**src/rtl/rx_code_correlator.sv**
```systemverilog
// rx_code_correlator: local modulo-1023 C/A code NCO with early/prompt/late correlators,
// dumping saturated sums once per code epoch; supports chip-slip for acquisition search.
module rx_code_correlator #(
    parameter int NACC  = 16,
    parameter int NFRAC = 32
) (
    input  logic             clk,
    input  logic             resetn,
    input  logic [5:0]       ca_sel,
    input  logic             dv_in,
    input  logic             sample_i,
    input  logic [NFRAC-1:0] freq,
    input  logic             slip_req,
    input  logic [9:0]       slip_chips,
    output logic             dv_out,
    output logic [NACC-1:0]  corr_e,
    output logic [NACC-1:0]  corr_p,
    output logic [NACC-1:0]  corr_l,
    output logic [15:0]      epoch_cnt,
    output logic             slip_pending,
    output logic             overrun
);
    typedef enum logic [2:0] {IDLE, RD_E, RD_P, RD_L, ACC} state_t;

    // One full 1023-chip period of a 10-stage LFSR (all-ones seed, stage-10 output), bit 0 first.
    function automatic logic [1022:0] lfsr_seq(input logic [9:0] taps);
        logic [9:0]    s;
        logic [1022:0] q;
        s = '1;
        q = '0;
        for (int o = 0; o < 33; o++)
            for (int j = 0; j < 31; j++) begin
                q = {s[9], q[1022:1]};
                s = {s[8:0], ^(s & taps)};
            end
        return q;
    endfunction

    localparam logic [1022:0] G1 = lfsr_seq(10'h204);
    localparam logic [1022:0] G2 = lfsr_seq(10'h3A6);
    // G2 chip delays for PRN 36 (left) down to PRN 1 (right); ROM bit ca_sel is PRN ca_sel+1.
    localparam logic [35:0][9:0] G2_DLY = {
        10'd948, 10'd947, 10'd950, 10'd863, 10'd862, 10'd861, 10'd860, 10'd859,
        10'd516, 10'd515, 10'd514, 10'd513, 10'd512, 10'd509, 10'd474, 10'd473,
        10'd472, 10'd471, 10'd470, 10'd469, 10'd258, 10'd257, 10'd256, 10'd255,
        10'd254, 10'd252, 10'd251, 10'd141, 10'd140, 10'd139, 10'd18,  10'd17,
        10'd8,   10'd7,   10'd6,   10'd5};
    localparam logic signed [NACC-1:0] ONE = NACC'(1);
    localparam logic signed [NACC-1:0] MAX = {1'b0, {(NACC-1){1'b1}}};

    function automatic logic signed [NACC-1:0] sat_step(input logic signed [NACC-1:0] a, input logic up);
        return up ? (a == MAX ? a : a + ONE) : (a == -MAX ? a : a - ONE);
    endfunction

    state_t state;
    logic [9:0] idx, p_idx, e_idx, l_idx, prev_idx, slip_val, e_nxt, l_nxt, rom_addr, g2_addr, idx_nxt;
    logic [NFRAC-1:0] frac;
    logic [NFRAC:0] frac_sum;
    logic [10:0] idx_sum, g2_sum;
    logic sample_q, apply_q, discard, chip_e, chip_p, rom_q, m_e, m_p, m_l, boundary;
    logic signed [NACC-1:0] acc_e, acc_p, acc_l;

    always_comb begin
        frac_sum = {1'b0, frac} + {1'b0, freq};
        idx_sum  = 11'(idx) + 11'(frac_sum[NFRAC]) + (slip_pending ? 11'(slip_val) : 11'd0);
        idx_nxt  = idx_sum >= 11'd1023 ? 10'(idx_sum - 11'd1023) : idx_sum[9:0];
        e_nxt    = frac[NFRAC-1] ? (idx == 10'd1022 ? 10'd0 : idx + 10'd1) : idx;
        l_nxt    = frac[NFRAC-1] ? idx : (idx == 10'd0 ? 10'd1022 : idx - 10'd1);
        rom_addr = state == RD_E ? e_idx : state == RD_P ? p_idx : l_idx;
        g2_sum   = 11'(rom_addr) + 11'd1023 - 11'(G2_DLY[ca_sel]);
        g2_addr  = g2_sum >= 11'd1023 ? 10'(g2_sum - 11'd1023) : g2_sum[9:0];
        m_e      = sample_q == chip_e;
        m_p      = sample_q == chip_p;
        m_l      = sample_q == rom_q;
        boundary = p_idx < prev_idx;
    end

    always_ff @(posedge clk or negedge resetn)
        if (!resetn) rom_q <= 1'b0;
        else         rom_q <= G1[rom_addr] ^ G2[g2_addr];

    always_ff @(posedge clk or negedge resetn) begin
        if (!resetn) begin
            state        <= IDLE;
            idx          <= '0;
            frac         <= '0;
            p_idx        <= '0;
            e_idx        <= '0;
            l_idx        <= '0;
            prev_idx     <= '0;
            slip_val     <= '0;
            sample_q     <= 1'b0;
            apply_q      <= 1'b0;
            discard      <= 1'b0;
            chip_e       <= 1'b0;
            chip_p       <= 1'b0;
            acc_e        <= '0;
            acc_p        <= '0;
            acc_l        <= '0;
            dv_out       <= 1'b0;
            corr_e       <= '0;
            corr_p       <= '0;
            corr_l       <= '0;
            epoch_cnt    <= '0;
            slip_pending <= 1'b0;
            overrun      <= 1'b0;
        end else begin
            dv_out <= 1'b0;
            if (dv_in && state != IDLE) overrun <= 1'b1;
            if (slip_req) begin
                slip_pending <= 1'b1;
                slip_val     <= slip_chips;
            end else if (dv_in && state == IDLE) slip_pending <= 1'b0;
            case (state)
                IDLE: if (dv_in) begin
                    sample_q <= sample_i;
                    p_idx    <= idx;
                    e_idx    <= e_nxt;
                    l_idx    <= l_nxt;
                    apply_q  <= slip_pending;
                    frac     <= frac_sum[NFRAC-1:0];
                    idx      <= idx_nxt;
                    state    <= RD_E;
                end
                RD_E: state <= RD_P;
                RD_P: begin
                    chip_e <= rom_q;
                    state  <= RD_L;
                end
                RD_L: begin
                    chip_p <= rom_q;
                    state  <= ACC;
                end
                ACC: begin
                    state <= IDLE;
                    // A zero previous index masks the wrap the slip itself may cause.
                    if (apply_q) begin
                        acc_e    <= '0;
                        acc_p    <= '0;
                        acc_l    <= '0;
                        prev_idx <= '0;
                        discard  <= 1'b1;
                    end else if (boundary) begin
                        acc_e    <= m_e ? ONE : -ONE;
                        acc_p    <= m_p ? ONE : -ONE;
                        acc_l    <= m_l ? ONE : -ONE;
                        prev_idx <= p_idx;
                        discard  <= 1'b0;
                        if (!discard) begin
                            corr_e    <= acc_e;
                            corr_p    <= acc_p;
                            corr_l    <= acc_l;
                            dv_out    <= 1'b1;
                            epoch_cnt <= epoch_cnt + 16'd1;
                        end
                    end else begin
                        acc_e    <= sat_step(acc_e, m_e);
                        acc_p    <= sat_step(acc_p, m_p);
                        acc_l    <= sat_step(acc_l, m_l);
                        prev_idx <= p_idx;
                    end
                end
                default: state <= IDLE;
            endcase
        end
    end
endmodule

```
**config.mk**
```make
export PLATFORM = sky130hd
export DESIGN_NAME = rx_code_correlator
export DESIGN_NICKNAME = d
export VERILOG_FILES = /design/src/rtl/rx_code_correlator.sv
export SDC_FILE = /design/constraint.sdc
export NUM_CORES = 1
export LEC_CHECK = 0
export BUFFER_PORTS_ARGS = -buffer_cell sky130_fd_sc_hd__buf_4
export CAP_MARGIN = 20
export CELL_PAD_IN_SITES_DETAIL_PLACEMENT = 1
export CELL_PAD_IN_SITES_GLOBAL_PLACEMENT = 2
export CORE_UTILIZATION = 34
export CTS_CLUSTER_SIZE = 14
export DETAILED_ROUTE_END_ITERATION = 8
export PLACE_DENSITY = 0.74
export SYNTH_ARGS = -nofsm -noshare
export SYNTH_HDL_FRONTEND = slang
export SYNTH_SLANG_ARGS = --single-unit
export TNS_END_PERCENT = 50
```
**constraint.sdc**
```tcl
create_clock -name clk -period 6.7 [get_ports clk]
set_clock_uncertainty 0.15 [all_clocks]
set_input_delay 1.34 -clock clk [delete_from_list [all_inputs] [get_ports clk]]
set_output_delay 1.34 -clock clk [all_outputs]
set_load 0.1 [all_outputs]
```
Word level (Yosys, flattened, before mapping)
Memory sizes are Yosys's and may differ from the RTL's. Cells that the tools add are included. W data, S select, Z words.

Word-level logic and storage cells: 127. Register bits after elaboration: 216. Memories kept: 3. ROM bits: 2688. Input port bits: 53. Output and inout bits: 67.

Multiplexer cells: 41. Order comparisons: 6. Bitwise gates (word level): 3. $add $sub $neg: 16. Reduce and logical (&&, ||, !) cells: 13. Equal/unequal tests: 21.

Memory list: (no name shown) (words 1024, bits a word 1, rd ports 1, clocked after Yosys merged registers in 0, wr ports 0, line 80) `else rom_q <= G1[rom_addr] ^ G2[g2_addr];`; (no name shown) (words 1024, bits a word 1, rd ports 1, clocked after Yosys merged registers in 0, wr ports 0, line 80); (no name shown) (words 64, bits a word 10, rd ports 1, clocked after Yosys merged registers in 0, wr ports 0, line 70) `g2_sum = 11'(rom_addr) + 11'd1023 - 11'(G2_DLY[ca_sel]);`.

Operator list (number): $mux W16 (18); $mux W10 (11); $eq A16 B16 Y1 const B (6); $add A16 B2 Y16 const B (3); $sub A16 B2 Y16 const B (3); $add A32 B32 Y33 (1); $ne A4 B4 Y1 const B (6); $ge A11 B10 Y1 const B (2); $lt A10 B11 Y1 const B (2); $sub A10 B10 Y10 const B (2); $add A16 B1 Y16 const B (1); $pmux W3 S4 (1); $add A10 B1 Y11 (1); $add A10 B10 Y11 const B (1); $add A11 B10 Y11 (1); $sub A11 B10 Y11 (1); $add A10 B1 Y10 const B (1); $eq A10 B10 Y1 const B (1); $logic_not A10 Y1 (1); $lt A10 B10 Y1 (1); $mux W1 (10); $sub A10 B1 Y10 const B (1); $reduce_and A3 Y1 (3); $lt A6 B7 Y1 const B (1); other kinds (14) (21).

Depth between registers and ports, before layout
Depth in word-level cells: 10. Mapped depth: 36. Mapped depth without buffers: 36.

Worst setup path after synthesis
OpenSTA, ideal clock, no wires.

Path kind: input port to flip-flop. Start point: input port freq[0]. End point: register idx[7]. Stages: 36. Slack: -1.101 ns. Buffers on the path: 0. Required time: 6.467 ns. Setup time: 0.083 ns. Arrival time: 7.568 ns. Path through: ha_1 > fa_1 > a21o_1 > a21o_1 > a21o_1 > a21o_1 > a21oi_1 > or2_2 > a31oi_1 > o41a_1 > a211oi_1 > o31a_1 > a21oi_1 > nand2_1 > o21ai_0 > a21o_1 > a31oi_1 > o21bai_1 > a21oi_1 > fa_1 > fa_1 > nor2b_1 > o21ai_0 > nand2b_1 > a21o_1 > a21oi_1 > nor2b_1 > o21ai_0 > nand2_1 > xor2_1 > nand3_1 > o31ai_1 > and2_1 > nand2_1 > xor2_1 > o21ai_0.

Longest elaborated chain between the ends: 5. Elaborated cells on any way between the ends: 6. Classes of those cells: add/sub (4); order compare (1); mux (1).

Ends and longest elaborated chain: from (decl) (line 12) `input logic [NFRAC-1:0] freq,`; $add A32 B32 Y33 (*) (line 64) `frac_sum = {1'b0, frac} + {1'b0, freq};`; $add A10 B1 Y11 (*) (line 65) `idx_sum = 11'(idx) + 11'(frac_sum[NFRAC]) + (slip_pending ? 11'(slip_val) : 11'd0);`; $add A11 B10 Y11 (*) (line 65); $sub A10 B10 Y10 / $ge A11 B10 Y1 (equally long branches) (line 66) `idx_nxt = idx_sum >= 11'd1023 ? 10'(idx_sum - 11'd1023) : idx_sum[9:0];`; $mux W10 (*) (line 66); to (signal assigned) (line 122) `idx <= idx_nxt;`; to (decl) (line 56) `logic [9:0] idx, p_idx, e_idx, l_idx, prev_idx, slip_val, e_nxt, l_nxt, rom_addr, g2_addr, idx_nxt;`.

Every way passes the cells marked *; elsewhere a longest branch is shown, timed or not. A chain may end at the register's enable or synchronous reset.

Final worst setup path
Start point: input port freq[2]. End point: register frac[26].

Longest elaborated chain between the ends: 1.

Ends and longest elaborated chain: $add A32 B32 Y33 (line 64); to (signal assigned) (line 121) `frac <= frac_sum[NFRAC-1:0];`; to (decl) (line 57) `logic [NFRAC-1:0] frac;`.

Every way passes these cells.

==> key figures <==
Synth
  • Post-Synth Adder-Cell Area: 10.5%
  • Syn Area/Cell: between 8 and 9 um^2
  • Mux share of post-synthesis cell area: 5.20%
  • Compound-Gate Fraction of Synth Area: roughly 24%
  • Most instantiated library cell after synthesis: nand2_1
  • Share of the yosys chip area belonging to registers: just under 30%
  • Share of the synthesized area in the top cell type: between 20% and 30%
  • Combinational family with the most area after synthesis: compound AO/OA/AOI/OAI gates
  • Simple-Gate Fraction of Synth Area: roughly a fifth
  • Post-synth EDFFs: 0
  • Area contributors post-synth: dfrtp_1 30%, ha_1 9.7%, nand2_1 6.9%, o21ai_0 5.8%, mux2_2 4.2%
  • FFs w/ async S/R, synth: 100%
  • Syn Nets: ~2400
  • Mapped Area: between 0.015 and 0.02 mm^2
  • Post-Synth XOR/XNOR Area: 6.38%
  • Gate Count Post-Synth: around 2200
  • Cell taking the most area after synthesis: dfrtp_1
  • Ys Warns: 0
  • Number of synthesized register bits: between 200 and 250
  • Ys flop type: dfrtp_1
  • Library cells used by synthesis: 96
  • Post-synth top cells: 335 x nand2_1, 216 x dfrtp_1, 210 x o21ai_0

Placed design
  • Placer congestion estimate: about 0.94
  • Placed inst area: 0.0218 mm^2
  • Port Buf Inserts: approximately 120
  • Detailed Place HPWL: 47.3 mm

Drt
  • Final WL: ~64 mm
  • DRC viols: 0
  • WL per Instance: about 20 um
  • Routed via count: between 15000 and 20000
  • Post-DRT Antenna Nets: 0
  • Via density per instance: 5.49
  • First drt pass iteration count: 4
  • Iteration-0 DRC Markers: between 1000 and 1500

Timing
  • Hold Vio Cnt, Final: 0
  • Max-slew headroom at the worst pin: between 30% and 40%
  • Period utilization: 104%
  • Minimum clock period: about 7 ns
  • Worst Tran Pin Value: between 0.9 and 1 ns
  • Fin. max-slew vios: 0
  • Fmax: 143 MHz
  • Setup violations, final: 11
  • Unrepaired setup endpoints after global routing: yes
  • Final worst slack: -0.298 ns
  • WHS: 0.333 ns

Setup path
  • Crit Path Category: in2reg
  • CP max stage cell: ha_1
  • Most used cell, CP: buf_4
  • Slowest stage delay, CP: 0.29 ns
  • CP max FO: 2
  • Req. time, crit path: slightly below 7 ns
  • Crit path DAT: 7.26 ns
  • Critical path launch point type: input port
  • Crit end category: flop

Finish
  • Final nets: 2784
  • Fill cells: roughly 6200
  • Final Instance Area: about 0.023 mm^2
  • Diodes inserted: 0
  • Share of layout cells above drive strength 1: between 20 and 30%
  • Fin util: 44.1%
  • P&R area growth vs syn: 28.1%

Floorplan
  • I/O pin cnt: 120
  • Core Region: 0.0527 mm^2
  • Die ar.: 0.0543 mm^2
  • Starting Density: about a third
  • Die W: 233 um
  • Row Count: 84
  • Die Ht: 233 um

Global route
  • Number of global-route vias before repair: 18900
  • First-pass GRT wire length: 104 mm
  • Total GRT Usage: 23.6%
  • Initial antenna violation count: 1
  • GRT Residual Overflow: 0
  • Largest net degree at the start of global routing: 116

CTS
  • H-tree lvl count: 1
  • CTS Buf Count: 28
  • Longest Clk Path Bufs: 3
  • Worst-path clk slew: about 0.060 ns
  • Root buffer cell: clkbuf_16
  • CTS tree: yes
  • Clock latency on the worst-skew pair: between 0.5 and 0.6 ns
  • Clock sinks: about 220

Status
  • Failing checks: setup timing
  • Outcome: finished, violations left

Worst hold path
  • Hold crit path type: reg2reg

Flow run
  • MaxCap Viol Count: 0
placed cells by master (no fill, tap or decap), types with 11 or more instances in the layout:
cell / instances
a211oi_1: 17
a21o_1: 44
a21oi_1: 130
a311oi_1: 16
a31oi_1: 20
and2_1: 21
and3_1: 16
buf_4: 464
clkbuf_16: 29
dfrtp_1: 216
ha_1: 137
inv_1: 85
mux2_2: 68
mux2i_1: 14
nand2_1: 331
nand2b_1: 23
nand3_1: 44
nand3b_1: 11
nand4_1: 31
nor2_1: 153
nor2b_1: 11
nor3_1: 39
nor4_1: 17
o2111ai_1: 12
o211ai_1: 32
o21ai_0: 196
o21ai_1: 21
o21bai_1: 12
o22a_1: 13
o22ai_1: 12
xnor2_1: 77
xor2_1: 43
area by class of cell:
cell class                      count  area [um^2]  share of cell area, %
Multi-Input combinational cell   1774        12000                   51.8
Sequential cell                   216         5410                   23.3
Timing Repair Buffer              471         3610                   15.5
Tap cell                          688          861                   3.70
Clock buffer                       39          853                   3.67
Inverter                           92          345                   1.49
Clock inverter                      9          131                  0.565
what timing repair did:
item | CTS | global route
setup buffers | 38 | 6
gates resized for setup | 19 | 13
setup endpoints to repair | 11 | 12
hold buffers | 0 | 0
pin swaps | 28 | 13
flip-flops by register name, indices dropped and copies added, names as in the netlist, 3 cells and up:
| signal | cells |
|---|---|
| slip_val | 10 |
| epoch_cnt | 16 |
| corr_e | 16 |
| acc_p | 16 |
| idx | 10 |
| acc_l | 16 |
| prev_idx | 10 |
| l_idx | 10 |
| acc_e | 16 |
| corr_l | 16 |
| state | 3 |
| p_idx | 10 |
| corr_p | 16 |
| frac | 32 |
| e_idx | 10 |
metal layers:
| layer | GRT usage, % | vias to the layer above | routed length, um |
|---|---|---|---|
| met3 | 2.07 | 80 | 1950 |
| met5 | 0 | - | 0 |
| met2 | 41.0 | 287 | 31300 |
| met1 | 31.7 | 8950 | 29700 |
| met4 | 4.82 | 0 | 1320 |
| li1 | - | 8729 | - |
logic make-up after synthesis:
| family | count (synthesis) |
|---|---|
| simple gates | 748 |
| compound gates | 667 |
| buf+inv | 225 |
| flops | 216 |
| fa+ha+maj | 148 |
| xor+xnor | 127 |
| mux | 84 |
through the flow:
step	std cells	worst slack, ns	TNS [ns]
3_5_place_dp	3196	-1.03	-10.65
2_1_floorplan	2215	-0.531	-4.28
4_1_cts	3282	-0.205	-1.70
3_3_place_gp	3196	-0.831	-8.43
6_report	3289	-0.298	-2.18
5_1_grt	3289	-0.553	-5.97
path summary, 6_finish.rpt:
kind,from,endpoint,slack (ns),cells after the start
worst max-delay path,freq[2],frac[26],-0.30,45
worst min-delay path,frac[15],frac[15],0.33,2
worst max register to register,frac[0],frac[26],0.16,45
worst min register to register,frac[15],frac[15],0.33,2
max in group asynchronous,resetn,epoch_cnt[13],4.51,2
min in group asynchronous,resetn,frac[15],0.72,1
worst max-delay path, delay by kind of cell:
kind	cells	cell delay, ns
adders and majority gates	1	0.29
xor gates and xnor gates	1	0.15
and+or+nand+nor	3	0.43
buffers and inverters	28	3.44
AOI/OAI and AO/OA	12	1.61
Power is not shown: default switching activity piles up to over one toggle a cycle in this logic, so the estimate is an artifact.
